--- config.mk ---
export PLATFORM = sky130hd
export DESIGN_NAME = load_store_unit
export DESIGN_NICKNAME = d
export VERILOG_FILES = /design/src/rtl/lsu_pkg.sv /design/src/rtl/lsu_load_align.sv /design/src/rtl/load_store_unit.sv
export SDC_FILE = /design/constraint.sdc
export NUM_CORES = 1
export LEC_CHECK = 0
export CAP_MARGIN = 25
export CELL_PAD_IN_SITES_DETAIL_PLACEMENT = 1
export CELL_PAD_IN_SITES_GLOBAL_PLACEMENT = 2
export CORE_ASPECT_RATIO = 0.75
export CORE_MARGIN = 2
export CORE_UTILIZATION = 26
export DETAILED_ROUTE_END_ITERATION = 8
export GPL_TIMING_DRIVEN = 0
export HOLD_SLACK_MARGIN = 0.1
export PLACE_DENSITY = 0.89
export SLEW_MARGIN = 20
export SYNTH_ARGS = -nofsm -noshare
export SYNTH_HDL_FRONTEND = slang
export SYNTH_SLANG_ARGS = --single-unit
--- constraint.sdc ---
create_clock -name clk -period 2.3 [get_ports clk]
set_input_delay 0.23 -clock clk [delete_from_list [all_inputs] [get_ports clk]]
set_output_delay 0.23 -clock clk [all_outputs]
set_load 0.02 [all_outputs]
--- src/rtl/lsu_pkg.sv ---
// Shared definitions for the load/store unit: RV32I width codes, FSM state
// encoding, captured-access context, and the byte-enable helper.
package lsu_pkg;

  localparam logic [2:0] F3_B  = 3'b000;
  localparam logic [2:0] F3_H  = 3'b001;
  localparam logic [2:0] F3_W  = 3'b010;
  localparam logic [2:0] F3_BU = 3'b100;
  localparam logic [2:0] F3_HU = 3'b101;

  typedef enum logic [1:0] {S_IDLE, S_REQ, S_WAIT, S_RESP} lsu_state_t;

  // What the load extractor needs to remember about an accepted access
  typedef struct packed {
    logic [2:0] f3;
    logic [1:0] ofs;
  } lsu_ctx_t;

  // Byte enables; halfwords look only at ofs[1], words always use all lanes
  function automatic logic [3:0] be_for(input logic [2:0] f3, input logic [1:0] ofs);
    case (f3)
      F3_B, F3_BU: be_for = 4'b0001 << ofs;
      F3_H, F3_HU: be_for = ofs[1] ? 4'b1100 : 4'b0011;
      default:     be_for = 4'b1111;
    endcase
  endfunction

endpackage

--- src/rtl/lsu_load_align.sv ---
// Load extractor: picks the addressed byte/halfword out of the read word and
// sign- or zero-extends it. Purely combinational.
module lsu_load_align
  import lsu_pkg::*;
#(
  parameter int DATA_WIDTH = 32
) (
  input  logic [DATA_WIDTH-1:0] rdata,
  input  logic [1:0]            ofs,
  input  logic [2:0]            f3,
  output logic [DATA_WIDTH-1:0] data
);

  logic [7:0]  b;
  logic [15:0] h;

  assign b = rdata[{ofs, 3'b000} +: 8];
  assign h = ofs[1] ? rdata[31:16] : rdata[15:0];

  // Extend the selected lane according to the width/sign code
  always_comb begin
    case (f3)
      F3_B:    data = {{(DATA_WIDTH-8){b[7]}}, b};
      F3_BU:   data = {{(DATA_WIDTH-8){1'b0}}, b};
      F3_H:    data = {{(DATA_WIDTH-16){h[15]}}, h};
      F3_HU:   data = {{(DATA_WIDTH-16){1'b0}}, h};
      default: data = rdata;
    endcase
  end

endmodule

--- src/rtl/load_store_unit.sv ---
// Load/store unit: takes the ALU effective address plus rs2 store data,
// runs one request/grant/rvalid transaction on the data-memory port and
// returns an extended load result with a one-cycle done pulse.
// Build option: LSU_MISALIGN_TRAP_EN -- misaligned halfword/word accesses
// fault with err instead of silently using the aligned lanes.
module load_store_unit
  import lsu_pkg::*;
#(
  parameter int DATA_WIDTH = 32,
  parameter int ADDR_WIDTH = 32
) (
  input  logic                  clk,
  input  logic                  rst_n,
  input  logic                  req_valid,
  input  logic                  is_load,
  input  logic                  is_store,
  input  logic [2:0]            funct3,
  input  logic [ADDR_WIDTH-1:0] addr,
  input  logic [DATA_WIDTH-1:0] store_data,
  output logic                  lsu_stall,
  output logic                  done,
  output logic [DATA_WIDTH-1:0] load_data,
  output logic                  err,
  output logic                  mem_req,
  output logic                  mem_we,
  output logic [ADDR_WIDTH-1:0] mem_addr,
  output logic [3:0]            mem_be,
  output logic [DATA_WIDTH-1:0] mem_wdata,
  input  logic                  mem_gnt,
  input  logic                  mem_rvalid,
  input  logic [DATA_WIDTH-1:0] mem_rdata
);

  localparam int NUM_LANES = DATA_WIDTH / 8;

  lsu_state_t                   state;
  lsu_ctx_t                     ctx;
  logic [NUM_LANES-1:0][7:0]    wrep;
  logic [DATA_WIDTH-1:0]        ext;
  logic                         f3_legal, misalign, accept, fault;

  // Store data replicated across lanes so any byte enable sees the right value
  for (genvar i = 0; i < NUM_LANES; i++) begin : g_lane
    assign wrep[i] = (funct3 == F3_B) ? store_data[7:0] :
                     (funct3 == F3_H) ? store_data[(i%2)*8 +: 8] :
                                        store_data[i*8 +: 8];
  end

  assign f3_legal = (funct3 == F3_B) | (funct3 == F3_H) | (funct3 == F3_W) |
                    (is_load & ((funct3 == F3_BU) | (funct3 == F3_HU)));

`ifdef LSU_MISALIGN_TRAP_EN
  assign misalign = ((funct3[1:0] == 2'b01) & addr[0]) |
                    ((funct3 == F3_W) & (addr[1:0] != 2'b00));
`else
  assign misalign = 1'b0;
`endif

  assign accept = req_valid & (is_load ^ is_store) & f3_legal & ~misalign;
  assign fault  = req_valid & (is_load | is_store) & ~accept;

  assign lsu_stall = ((state == S_IDLE) & req_valid) | (state == S_REQ) | (state == S_WAIT);

  lsu_load_align #(.DATA_WIDTH(DATA_WIDTH)) u_align (
    .rdata (mem_rdata),
    .ofs   (ctx.ofs),
    .f3    (ctx.f3),
    .data  (ext)
  );

  // Transaction FSM; all memory-port and result outputs are registered
  always_ff @(posedge clk or negedge rst_n) begin
    if (!rst_n) begin
      state     <= S_IDLE;
      ctx       <= '0;
      done      <= 1'b0;
      err       <= 1'b0;
      load_data <= '0;
      mem_req   <= 1'b0;
      mem_we    <= 1'b0;
      mem_addr  <= '0;
      mem_be    <= '0;
      mem_wdata <= '0;
    end else begin
      done <= 1'b0;
      err  <= 1'b0;
      case (state)
        S_IDLE: begin
          if (accept) begin
            ctx       <= '{f3: funct3, ofs: addr[1:0]};
            mem_req   <= 1'b1;
            mem_we    <= is_store;
            mem_addr  <= {addr[ADDR_WIDTH-1:2], 2'b00};
            mem_be    <= be_for(funct3, addr[1:0]);
            mem_wdata <= wrep;
            state     <= S_REQ;
          end else if (fault) begin
            done      <= 1'b1;
            err       <= 1'b1;
            load_data <= '0;
            state     <= S_RESP;
          end
        end
        S_REQ: begin
          if (mem_gnt) begin
            mem_req <= 1'b0;
            if (mem_we) begin
              done      <= 1'b1;
              load_data <= '0;
              state     <= S_RESP;
            end else begin
              state <= S_WAIT;
            end
          end
        end
        S_WAIT: begin
          if (mem_rvalid) begin
            done      <= 1'b1;
            load_data <= ext;
            state     <= S_RESP;
          end
        end
        default: state <= S_IDLE;
      endcase
    end
  end

endmodule

==> results.cfg <==
[placement]
gp_congestion = 0.788
hpwl_microns = 14000
io_buffers = 207

[synthesis]
synth_top_family_by_area = multiplexers
ys_types = 47
ys_seq_elements = 109
synth_edf_count = 0
synth-xor-area-share_pct = 0
synth_top_area_share_pct = 51.0
syn_avg_cell_area_sq_um = 10.9
ys_warn_count = 0
async_flop_share_pct = 100
synthCells = 491
ys_top_cells_by_area = dfrtp_1 51%, mux2_2 9.5%, mux2i_1 7.3%
synthMuxAreaShare_pct = 18.9
yosys.area_share.simple_pct = 7.02
ys_seq_area_share_pct = 51.0
synth_most_common_cell = dfrtp_1
synthTopCellsByCount = 109 x dfrtp_1, 70 x o21ai_0, 45 x mux2_2
synth_compound_area_share_pct = 16.5
yosys_most_used_dff = dfrtp_1
synthAdderAreaFrac_pct = 1.40
synth_area_sq_um = 5350
yosys.area.top_type = dfrtp_1

[sta]
fin_hold_ws_ps = 237
max_freq_mhz = 450
min_period_over_period_pct = 96.6
maxSlewHeadroom_pct = 31.6
tightest_slew_ps = 1020
period_needed_ps = 2220
finalHoldViolCount = 0
setup_viol = 0
finClkSkew_ps = 7.03
rsz0062_at_grt = false
tns_ps = 0
finalMaxSlewViolations = 0

[layout]
multi_input_area_sq_um = 2390
drive_above_1_share_pct = 13.5
seq_area_sq_um = 2730
area_growth_pct = 53.4
nFillCells = 2235
final_nets = 826
diodes = 0

[setup_path]
required_ps = 2540
ff2ff_path_depth = 7
crit_fanout = 10
r2r_slack_ps = 100
start_kind = input pin
critPathKind = in -> reg
worstPathArrival_ps = 2460
endpoint_kind = flop

[cts]
root_buffer = clkbuf_16
htree_levels = 3
cts_tree = done
cts_buffer_depth = 2
cts.sinks = 109
worstSkewPairLatency_ps = 350
cts_made_buffers = 9
clkSlewWorstSetupHoldPaths_ps = 70

[floorplan]
die_height_microns = 128
coreArea_sq_um = 20200
die_x_microns = 170
rows = 45
start_util_pct = 26.4
die-area_sq_um = 21700
ios = 211

[global_route]
grt-ovfl-total = 0
antenna_found_initial = 0
grt_use_total_pct = 17.2
grt_max_degree = 68
grt_pass1_wl_microns = 28600
grt_pass1_vias = 5004

[power]
peakVddDrop_uv = 570
p_per_area_nw_per_um2 = 1370
internal-power_mw = 6.73
p_leak_nw = 3.46
p_switching_mw = 4.46
pwr-share-comb_pct = 54.1
swShare_pct = 39.8
p_seq_share_pct = 29.4
p_clk_share_pct = 16.5

[status]
outcome = complete, no violations

[routing]
first_iter_violations = 243
firstDrtPassIters = 4
drcViolationCount = 0
routed_wl_microns = 18400
via_per_inst = 4.78
antenna_left = 0
post_drt_wl_per_cell_microns = 18.8
vias = 4674

[min_path]
min_path_cells = 2
hp-class = in -> reg

[run]
maxCapViolations = 0
registers in the layout, indices dropped and copies added (netlist names):
name	flops
state	2
mem_req	1
done	1
mem_wdata	32
mem_we	1
ctx	5
mem_addr	30
load_data	32
err	1
mem_be	4
critical path: stages:
cell,delay (ps)
clkdlybuf4s50_1,470
inv_1,70
ha_4,250
or3b_1,370
o311a_4,180
or2_1,210
buf_2,180
buf_6,180
mux2_4,310
metrics by stage:
step | setup slack (ps) | power [mW] | instances | utilization (%) | cell area [sq um]
CTS | 12.2 | 11.2 | 975 | 40.3 | 8150
floorplan | 199 | 6.51 | 492 | - | 5350
detailed placement | -408 | 9.29 | 958 | 38.5 | 7770
global placement | -3540 | 9.17 | 957 | 38.3 | 7740
finish | 79.2 | 11.2 | 977 | 40.6 | 8200
global route | 3.54 | 11.9 | 977 | 40.6 | 8200
final timing paths:
check / startpoint / endpoint
setup / recovery: is_load / load_data[8]
hold / removal: funct3[1] / ctx[3]
setup reg to reg: state[0] / load_data[8]
hold reg to reg: mem_wdata[31] / mem_wdata[31]
max in group asynchronous: rst_n / mem_addr[20]
min in group asynchronous: rst_n / mem_addr[25]
routing by layer:
layer,GRT usage (%),vias up,share of wire [%]
li1,-,2201,-
met1,23.1,2314,47
met2,26.6,143,44
met3,6.42,16,8.4
met4,3.57,0,0.97
met5,0,-,0
final cells by class:
type / count / area share, %
buffer: 37 / 2.34
clock buffer: 11 / 2.96
clock inverter: 5 / 1.30
inverter: 22 / 1.01
multi-input combinational: 323 / 29.2
sequential: 109 / 33.3
tap: 258 / 3.94
timing repair buffer: 212 / 26.0
power by group through the flow:
stage | registers (mW) | clock network [mW] | logic, mW
6_report | 3.29 | 1.85 | 6.05
2_1_floorplan | 4.26 | 0 | 2.26
5_1_grt | 3.40 | 1.98 | 6.53
3_5_place_dp | 3.33 | 0 | 5.96
4_1_cts | 3.30 | 1.91 | 6.01
3_3_place_gp | 3.29 | 0 | 5.88
placed cells by master (no fill, tap or decap), drive strengths merged, types with 19 or more instances in the layout:
cell,n
clkdlybuf4s50,205
dfrtp,109
o21ai,73
mux2,51
nand2,42
mux2i,39
clkbuf,31
inv,22
buf,22
nor2,19
cells by family after synthesis:
kind of cell	Yosys count
buf+inv	60
fa+ha+maj	6
simple gates	83
flops	109
mux	91
other cells	1
compound gates	141
repair_timing:
action | 4_1_cts | 5_1_grt
endpoints found under the hold margin | 42 | 0
pin swaps | 1 | 1
hold buffers | 1 | 0
resized for setup | 5 | 6
setup endpoints to repair | 64 | 69
buffers inserted | 1 | 2
Power figures use the tool's default switching activity.
